<file path="config.mk">
export PLATFORM = sky130hd
export DESIGN_NAME = tt_pg_seq
export DESIGN_NICKNAME = d
export VERILOG_FILES = /design/src/rtl/tt_pg_pkg.sv /design/src/rtl/tt_pg_tmr.sv /design/src/rtl/tt_pg_seq.sv
export SDC_FILE = /design/constraint.sdc
export NUM_CORES = 1
export LEC_CHECK = 0
export ABC_AREA = 1
export BUFFER_PORTS_ARGS = -buffer_cell sky130_fd_sc_hd__buf_2
export CORE_MARGIN = 10
export CORE_UTILIZATION = 45
export DETAILED_ROUTE_END_ITERATION = 6
export PLACE_DENSITY = 0.7
export SETUP_SLACK_MARGIN = 0.05
export SYNTH_ARGS = -nofsm -noshare
export SYNTH_HDL_FRONTEND = slang
export SYNTH_SLANG_ARGS = --single-unit
</file>
<file path="constraint.sdc">
create_clock -name clk -period 1.45 [get_ports clk]
set_clock_uncertainty 0.05 [all_clocks]
set_input_delay 0.145 -clock clk [delete_from_list [all_inputs] [get_ports clk]]
set_output_delay 0.145 -clock clk [all_outputs]
set_load 0.005 [all_outputs]
</file>
<file path="src/rtl/tt_pg_pkg.sv">
// Shared state type, default sizing and counter-width helper for the tile power-gate sequencer.
package tt_pg_pkg;

    typedef enum logic [2:0] {
        S_OFF,
        S_RAMP_UP,
        S_SETTLE,
        S_ISO_REL,
        S_ON,
        S_RST_ASSERT,
        S_ISO_ASSERT,
        S_RAMP_DN
    } tt_pg_seq_state_t;

    localparam int TT_PG_N_DEFAULT      = 4;
    localparam int TT_PG_STEP_DEFAULT   = 16;
    localparam int TT_PG_SETTLE_DEFAULT = 64;

    // Wide enough to hold the largest reload value without wrapping.
    function automatic int tt_pg_cnt_width(input int step_cyc, input int settle_cyc);
        int max_cyc;
        max_cyc = (step_cyc > settle_cyc) ? step_cyc : settle_cyc;
        return $clog2(max_cyc + 1);
    endfunction

endpackage

</file>
<file path="src/rtl/tt_pg_tmr.sv">
// Loadable down-counter; done_o is high while the count sits at zero.
// A load value of L makes done_o visible on the (L+1)-th edge after the load.
module tt_pg_tmr #(
    parameter int CNT_W = 7
) (
    input  logic             clk,
    input  logic             rst_n,
    input  logic             load_i,
    input  logic [CNT_W-1:0] load_val_i,
    output logic             done_o
);

    logic [CNT_W-1:0] cnt_q;
    logic [CNT_W-1:0] cnt_d;

    always_comb begin
        // NOTE: default assignment first so no path leaves cnt_d unassigned (no latch).
        cnt_d = cnt_q;
        if (load_i) begin
            cnt_d = load_val_i;
        end else if (cnt_q != '0) begin
            cnt_d = cnt_q - CNT_W'(1);
        end
    end

    always_ff @(posedge clk or negedge rst_n) begin
        if (!rst_n) begin
            cnt_q <= '0;
        end else begin
            // NOTE: non-blocking for every sequential update so all flops see pre-edge values.
            cnt_q <= cnt_d;
        end
    end

    assign done_o = (cnt_q == '0);

endmodule

</file>
<file path="src/rtl/tt_pg_seq.sv">
// Power-up/power-down sequencer for the N_PG power-gate cells of one user tile.
// Define TT_PG_SEQ_STAGGER_DN_EN to release the gates MSB-first, one every STEP_CYC, on power-down.
module tt_pg_seq
    import tt_pg_pkg::*;
#(
    parameter int N_PG       = TT_PG_N_DEFAULT,
    parameter int STEP_CYC   = TT_PG_STEP_DEFAULT,
    parameter int SETTLE_CYC = TT_PG_SETTLE_DEFAULT
) (
    input  logic            clk,
    input  logic            rst_n,
    input  logic            en_req,
    output logic [N_PG-1:0] pg_ctrl,
    output logic            iso_n,
    output logic            usr_rst_n,
    output logic            pwr_good,
    output logic            busy
);

    localparam int               CNT_W     = tt_pg_cnt_width(STEP_CYC, SETTLE_CYC);
    localparam logic [CNT_W-1:0] STEP_LD   = CNT_W'(STEP_CYC - 1);
    localparam logic [CNT_W-1:0] SETTLE_LD = CNT_W'(SETTLE_CYC - 1);
    localparam logic [N_PG-1:0]  PG_FIRST  = N_PG'(1);

    tt_pg_seq_state_t state_q;
    logic [N_PG-1:0]  pg_ctrl_q;
    logic             iso_n_q;
    logic             usr_rst_n_q;
    logic             pwr_good_q;
    logic             busy_q;

    logic             tmr_load;
    logic [CNT_W-1:0] tmr_val;
    logic             tmr_done;
    logic [N_PG-1:0]  pg_fill;
    logic [N_PG-1:0]  pg_dn;

    tt_pg_tmr #(
        .CNT_W(CNT_W)
    ) u_tmr (
        .clk       (clk),
        .rst_n     (rst_n),
        .load_i    (tmr_load),
        .load_val_i(tmr_val),
        .done_o    (tmr_done)
    );

    // Gates are thermometer-coded from bit 0, so shifting adds or drops the top gate.
    always_comb begin
        pg_fill = (pg_ctrl_q << 1) | PG_FIRST;
`ifdef TT_PG_SEQ_STAGGER_DN_EN
        pg_dn   = pg_ctrl_q >> 1;
`else
        pg_dn   = '0;
`endif
    end

    // The timer is reloaded on every state entry that times something, and on each step.
    always_comb begin
        tmr_load = 1'b0;
        tmr_val  = STEP_LD;
        case (state_q)
            S_OFF: begin
                tmr_load = 1'b1;
                tmr_val  = (N_PG == 1) ? SETTLE_LD : STEP_LD;
            end
            S_RAMP_UP: begin
                if (!en_req) begin
                    tmr_load = 1'b1;
                end else if (tmr_done) begin
                    tmr_load = 1'b1;
                    tmr_val  = (pg_fill == '1) ? SETTLE_LD : STEP_LD;
                end
            end
            S_SETTLE:     tmr_load = !en_req;
            S_ISO_ASSERT: tmr_load = 1'b1;
            S_RAMP_DN:    tmr_load = tmr_done;
            default:      tmr_load = 1'b0;
        endcase
    end

    always_ff @(posedge clk or negedge rst_n) begin
        if (!rst_n) begin
            state_q     <= S_OFF;
            pg_ctrl_q   <= '0;
            iso_n_q     <= 1'b0;
            usr_rst_n_q <= 1'b0;
            pwr_good_q  <= 1'b0;
            busy_q      <= 1'b0;
        end else begin
            case (state_q)
                S_OFF: begin
                    if (en_req) begin
                        pg_ctrl_q <= PG_FIRST;
                        busy_q    <= 1'b1;
                        state_q   <= (N_PG == 1) ? S_SETTLE : S_RAMP_UP;
                    end
                end
                S_RAMP_UP: begin
                    if (!en_req) begin
                        pg_ctrl_q <= pg_dn;
                        state_q   <= S_RAMP_DN;
                    end else if (tmr_done) begin
                        pg_ctrl_q <= pg_fill;
                        if (pg_fill == '1) begin
                            state_q <= S_SETTLE;
                        end
                    end
                end
                S_SETTLE: begin
                    if (!en_req) begin
                        pg_ctrl_q <= pg_dn;
                        state_q   <= S_RAMP_DN;
                    end else if (tmr_done) begin
                        iso_n_q <= 1'b1;
                        state_q <= S_ISO_REL;
                    end
                end
                // en_req is deliberately ignored here: the tile always reaches ON first.
                S_ISO_REL: begin
                    usr_rst_n_q <= 1'b1;
                    pwr_good_q  <= 1'b1;
                    busy_q      <= 1'b0;
                    state_q     <= S_ON;
                end
                S_ON: begin
                    if (!en_req) begin
                        usr_rst_n_q <= 1'b0;
                        pwr_good_q  <= 1'b0;
                        busy_q      <= 1'b1;
                        state_q     <= S_RST_ASSERT;
                    end
                end
                S_RST_ASSERT: begin
                    iso_n_q <= 1'b0;
                    state_q <= S_ISO_ASSERT;
                end
                S_ISO_ASSERT: begin
                    pg_ctrl_q <= pg_dn;
                    state_q   <= S_RAMP_DN;
                end
                S_RAMP_DN: begin
                    if (pg_ctrl_q == '0) begin
                        busy_q  <= 1'b0;
                        state_q <= S_OFF;
                    end
`ifdef TT_PG_SEQ_STAGGER_DN_EN
                    else if (tmr_done) begin
                        pg_ctrl_q <= pg_dn;
                    end
`endif
                end
                default: state_q <= S_OFF;
            endcase
        end
    end

    assign pg_ctrl   = pg_ctrl_q;
    assign iso_n     = iso_n_q;
    assign usr_rst_n = usr_rst_n_q;
    assign pwr_good  = pwr_good_q;
    assign busy      = busy_q;

endmodule

</file>
# Word level (Yosys, flattened, before mapping)

Cells that the tools add are included.
W data, S select, Z words.

Latch bits: 0
ROM bits: 0
RAM bits: 0
Memories: 0
Input bits: 3
Bits in registers: 17

Equal/unequal tests: 17
Bitwise logic cells: 0
Multiply operators: 0
Divide/modulo/power cells: 0
Add/sub/neg operators: 1
Magnitude comparators: 0
Reductions and logical operators: 16
Shifts and indexed selects: 0
Mux-type cells: 32

Operators with widths:

| operator              | count |
|---|---|
| $mux W3               | 8 |
| $mux W6               | 4 |
| $pmux W3 S8           | 1 |
| $mux W4               | 4 |
| $pmux W4 S4           | 1 |
| $eq A3 B3 Y1 const B  | 5 |
| $mux W7               | 2 |
| $ne A2 B2 Y1 const B  | 6 |
| $ne A3 B3 Y1 const B  | 3 |
| $mux W1               | 8 |
| $pmux W1 S4           | 2 |
| $reduce_and A4 Y1     | 2 |
| $reduce_bool A4 Y1    | 2 |
| $logic_not A7 Y1      | 1 |
| $reduce_bool A7 Y1    | 1 |
| $sub A7 B1 Y7 const B | 1 |
| $eq A3 B2 Y1 const B  | 2 |
| $reduce_and A6 Y1     | 1 |
| $reduce_bool A2 Y1    | 3 |
| $logic_not A4 Y1      | 1 |
| $pmux W1 S2           | 2 |
| $eq A3 B1 Y1 const B  | 1 |
| $logic_not A3 Y1      | 1 |
| $reduce_and A3 Y1     | 1 |
| other kinds (3)       | 3 |

# Depth between registers and ports, before layout

Word-level depth: 6
Mapped depth: 11
Mapped depth without buffers: 11

# Hierarchy

From an unflattened synthesis, not the netlist that was laid out.

Cells, all modules: 164
Area total of the unflattened synthesis: 1228.7 µm²

By module, submodules not included:

| module    | cells each | instances | area an instance (µm²) |
|---|---|---|---|
| tt_pg_seq | 105        | 1         | 745.7 |
| tt_pg_tmr | 59         | 1         | 483.0 |

# Worst setup path before layout

No wires, ideal clock.

Kind: register to register
Start point: reg u_tmr.cnt_q[0]
End point: reg pg_ctrl_q[2], in the netlist pg_ctrl[2]
Path buffers: 0
Required time: 1282 ps
Setup slack: -32 ps
Cell stages (with the launch flop): 12
Clock period less this slack: 1482 ps
Arrival: 1313 ps
Path through: dfrtp_1 inv_1 ha_1 inv_1 nor2_1 nand3_2 nand3_2 nand2_2 inv_4 nand2_4 nand2_1 nand2_1

Longest elaborated chain between the ends: 3

RTL lines:

| item                               | RTL line         | source |
|---|---|---|
| start, declared                    | tt_pg_tmr.sv:13  | `logic [CNT_W-1:0] cnt_q;` |
| start signal, assigned             | tt_pg_tmr.sv:31  | `cnt_q <= cnt_d;` |
| $logic_not A7 Y1                   | tt_pg_tmr.sv:35  | `assign done_o = (cnt_q == '0);` |
| $ne A3 B3 Y1 (no source line)      | -                |  |
| $reduce_and A4 Y1 (no source line) | -                |  |
| end signal, assigned               | tt_pg_seq.sv:101 | `pg_ctrl_q <= pg_dn;` |
| end signal, assigned               | tt_pg_seq.sv:104 | `pg_ctrl_q <= pg_fill;` |
| end signal, assigned               | tt_pg_seq.sv:112 | `pg_ctrl_q <= pg_dn;` |
| end, declared                      | tt_pg_seq.sv:26  | `logic [N_PG-1:0] pg_ctrl_q;` |

Every way passes these cells.
A chain may end at the register's enable or synchronous reset.

# Final worst setup path

Start point: reg u_tmr.cnt_q[1]
End point: reg pg_ctrl_q[1], in the netlist pg_ctrl[1]

Same word-level chain as after synthesis.

==> impl_results.md <==
- Wire per inst: 12.8 µm
- ANT cells: 0
- Tot Pwr: 0.00258 W
- RR Endpoint: pg_ctrl[1]
- Global route hottest layer: met2
- Vias in the first global route: 1059
- Simple-gate share of the synthesized area: 41.3%
- Area growth from synthesis to layout: 26.1%
- Hold WS: 0.210 ns
- Top delay family on crit path: simple AND/OR/NAND/NOR gates
- GRT met2 Usage: 20.0%
- Tcrit/Tclk final: 99.4%
- Width of the die: ~69 µm
- Gp weighted congestion: 0.870
- Leak pwr: 0.701 nW
- Worst path cell trace: inv_2 > ha_4 > inv_2 > nor2_4 > nand3_4 > nand3_2 > nand2_4 > inv_6 > nand2_4 > nand2_1 > nand2_1
- Mux contribution to synthesized area: 0%
- Crit path capture type: flip-flop
- Status: completed
- Root Buffer: clkbuf_4
- Final hold vios: 0
- Post-synthesis compound-gate area fraction: ~6.9%
- Post-Synth Adder-Cell Area: 2.27%
- Area of the core: 2280 µm²
- Syn_nets: 154
- Placed insts: approximately 200
- Max_slew headroom: 74.0%
- Flops & latches, synth: 17
- DR pass1 iterations: 4
- R2R cell count: 11
- Critical path's largest stage delay: around 0.40 ns
- Max-cap violations: 0
- RSZ-0062 raised after global routing: yes
- Final #Nets: 182
- Fillers: between 200 and 250
- Sequential area share after synthesis: between 30% and 40%
- Setup violators final: 0
- Post-Synth XOR/XNOR Area: under 10%
- CTS tree: yes
- IO Count: 11
- First-pass GRT wire length: 4640 µm
- Final WS setup: 0.00919 ns
- CTS Buf Count: 3
- Power Dens Cells: ~1900 nW/µm²
- Met3 usage: 2.00%
- CTS sink cnt: 17
- Largest family of logic cells by synthesized area: simple AND/OR/NAND/NOR gates
- R2R Path Start: u_tmr.cnt_q[1]
- Worst hold path type: input port to flip-flop
- Clock buffer depth: 2
- Worst slack, placed: -0.0462 ns
- Initial Util: 48.4%
- M1 GR Usage: 12.1%
- Synthesized area: around 1100 µm²
- H-tree depth: 1
- Post-route ant nets: 0
- CP max stage cell: dfrtp_1
- Row Count: 17
- Via density: 5.17
- Layout cells sized above 1: 38.6%
- Hold Path Stages: 3
- Clock slew at reported path FFs: between 0.1 and 0.15 ns
- DRC: 0
- CP Buf/Inv Count: 3
- Fmax: 0.694 GHz
- Hold EP: iso_n
- HPWL after DPL: 2000 µm
- Worst-margin pin slew: 0.390 ns
- Max Slew Vio Count: 0
- Total congestion overflow: 0
- Final core occ: between 60% and 70%
- Syn_area_per_cell: about 7.4 µm²
- DIE HEIGHT: about 70 µm
- Synthesized instance count: 149
- VDD IR max: 0.00109 V
- Hold Startpoint: en_req
- Post-layout min period: 1.44 ns
- IO Port Bufs: 10
- Total Routing Usage GR: between 10% and 20%
- Clk_lat worst skew: 0.30 ns
- Setup CP Type: flip-flop to flip-flop
- Routed via count: 1054
- Yosys cell types: 28
- Final WL: 2610 µm
- Die area: 4830 µm²
- Yosys warns: 0
- Crit start category: flip-flop
- Crit-path max FO: 8
- Finished Layout Cells: about 200
- DRT iter0 DRCs: 70
- Worst Path Required: 1.60 ns
- CP arrival: 1.59 ns
- Largest net degree at the start of global routing: 18
- R2R setup slack: 0.009 ns
- Initial antenna violation count: 0
## power by group
part / total (W) / internal (W) / switching, W
Sequential: 0.000798 / 0.000622 / 0.000176
Clock: 0.000266 / 0.000103 / 0.000163
Combinational: 0.00151 / 0.000609 / 0.000902
Total: 0.00258 / 0.00133 / 0.00124
## final cells by class
cell class                      instances  area [µm²]  area share [%]
Sequential cell                        17         429            30.9
Multi-Input combinational cell        109         646            46.5
Clock buffer                            3        22.5            1.62
Inverter                               21        86.3            6.22
Tap cell                               28        35.0            2.52
Timing Repair Buffer                   25         165            11.9
Clock inverter                          1        5.00           0.360
## registers in the layout (all words and copies together) (netlist names)
name and count:
pwr_good 1, pg_ctrl 4, iso_n 1, state_q 3
busy 1, u_tmr.cnt_q 7
## cells in the final DEF (no fill, tap or decap)
cell,netlist,routed
ha_2,0,1
buf_4,1,14
nand3_4,0,1
nor2_4,1,3
clkinv_2,0,1
nand2_1,37,36
nor2_1,15,11
a31oi_1,1,1
nand4_1,4,4
nor3_2,2,3
nand3b_1,1,1
dlygate4sd3_1,0,1
nor2_2,5,7
xnor2_1,2,2
inv_2,4,6
dfrtp_1,17,14
buf_2,1,10
nand2_4,1,2
o21ai_0,6,4
o21ai_1,1,2
xor2_1,1,1
nand3_2,2,2
clkbuf_4,0,3
nor4_2,1,1
nand3_1,16,15
o21ai_2,2,3
dfrtp_2,0,3
a21oi_1,1,1
nand2_2,4,4
nor3_1,3,2
inv_6,0,1
ha_4,0,1
inv_1,16,13
o211ai_2,1,1
inv_4,1,1
## stage by stage
stage                     setup TNS, ns  area (µm²)
after floorplan                       0        1130
final                                 0        1390
after detailed placement         -0.280        1280
after global placement        -0.000729        1280
after CTS                             0        1360
after global routing             -0.831        1390
## layer usage
layer,share of wire [%],vias up,wire (µm)
li1,-,536,-
met1,42,498,1090
met2,54,13,1400
met3,2.1,7,55
met4,2.3,0,61
met5,0,-,0
## kinds of logic after synthesis
group	Yosys count
adder cells (fa/ha/maj)	2
AND/OR/NAND/NOR	92
AO/OA/AOI/OAI	12
XOR/XNOR	3
flip-flops	17
buffers and inverters	23
## worst max path at each step
stage,cells past startpoint,slack [ns],startpoint,to
2_1_floorplan,11,0.04,u_tmr.cnt_q[1],pg_ctrl[2]
3_3_place_gp,11,-0.0007,u_tmr.cnt_q[1],pg_ctrl[0]
3_5_place_dp,11,-0.05,u_tmr.cnt_q[1],pg_ctrl[0]
4_1_cts,11,0.003,u_tmr.cnt_q[1],pg_ctrl[0]
5_1_grt,10,-0.1,u_tmr.cnt_q[0],u_tmr.cnt_q[4]
6_report,11,0.009,u_tmr.cnt_q[1],pg_ctrl[1]
## worst reg2reg max path, delay by kind of cell, from the launching register on
family	cells	cell delay (ns)
fa+ha+maj	1	0.13
buf+inv	3	0.21
flops	1	0.40
simple gates	7	0.55
## timing repair
item | CTS | global route
resized for setup | 7 | 10
hold endpoints to repair | 17 | 0
buffers inserted | 3 | 0
setup endpoints to repair | 14 | 16
hold buffers | 1 | 0
pin swaps | 4 | 1
## cell usage after synthesis (all sizes together)
| master | instances | area (µm²) |
|---|---|---|
| nor3 | 5 | 35.0 |
| nor4 | 1 | 12.5 |
| nor2 | 21 | 98.8 |
| nand3b | 1 | 7.51 |
| xor2 | 1 | 8.76 |
| nand2 | 42 | 175 |
| xnor2 | 2 | 17.5 |
| a31oi | 1 | 6.26 |
| o211ai | 1 | 12.5 |
| buf | 2 | 12.5 |
| nand3 | 18 | 100 |
| o21ai | 9 | 52.6 |
| ha | 2 | 25.0 |
| dfrtp | 17 | 425 |
| a21oi | 1 | 5.00 |
| nand4 | 4 | 25.0 |
| inv | 21 | 81.3 |
No activity file was read; power rests on OpenSTA's default activity.
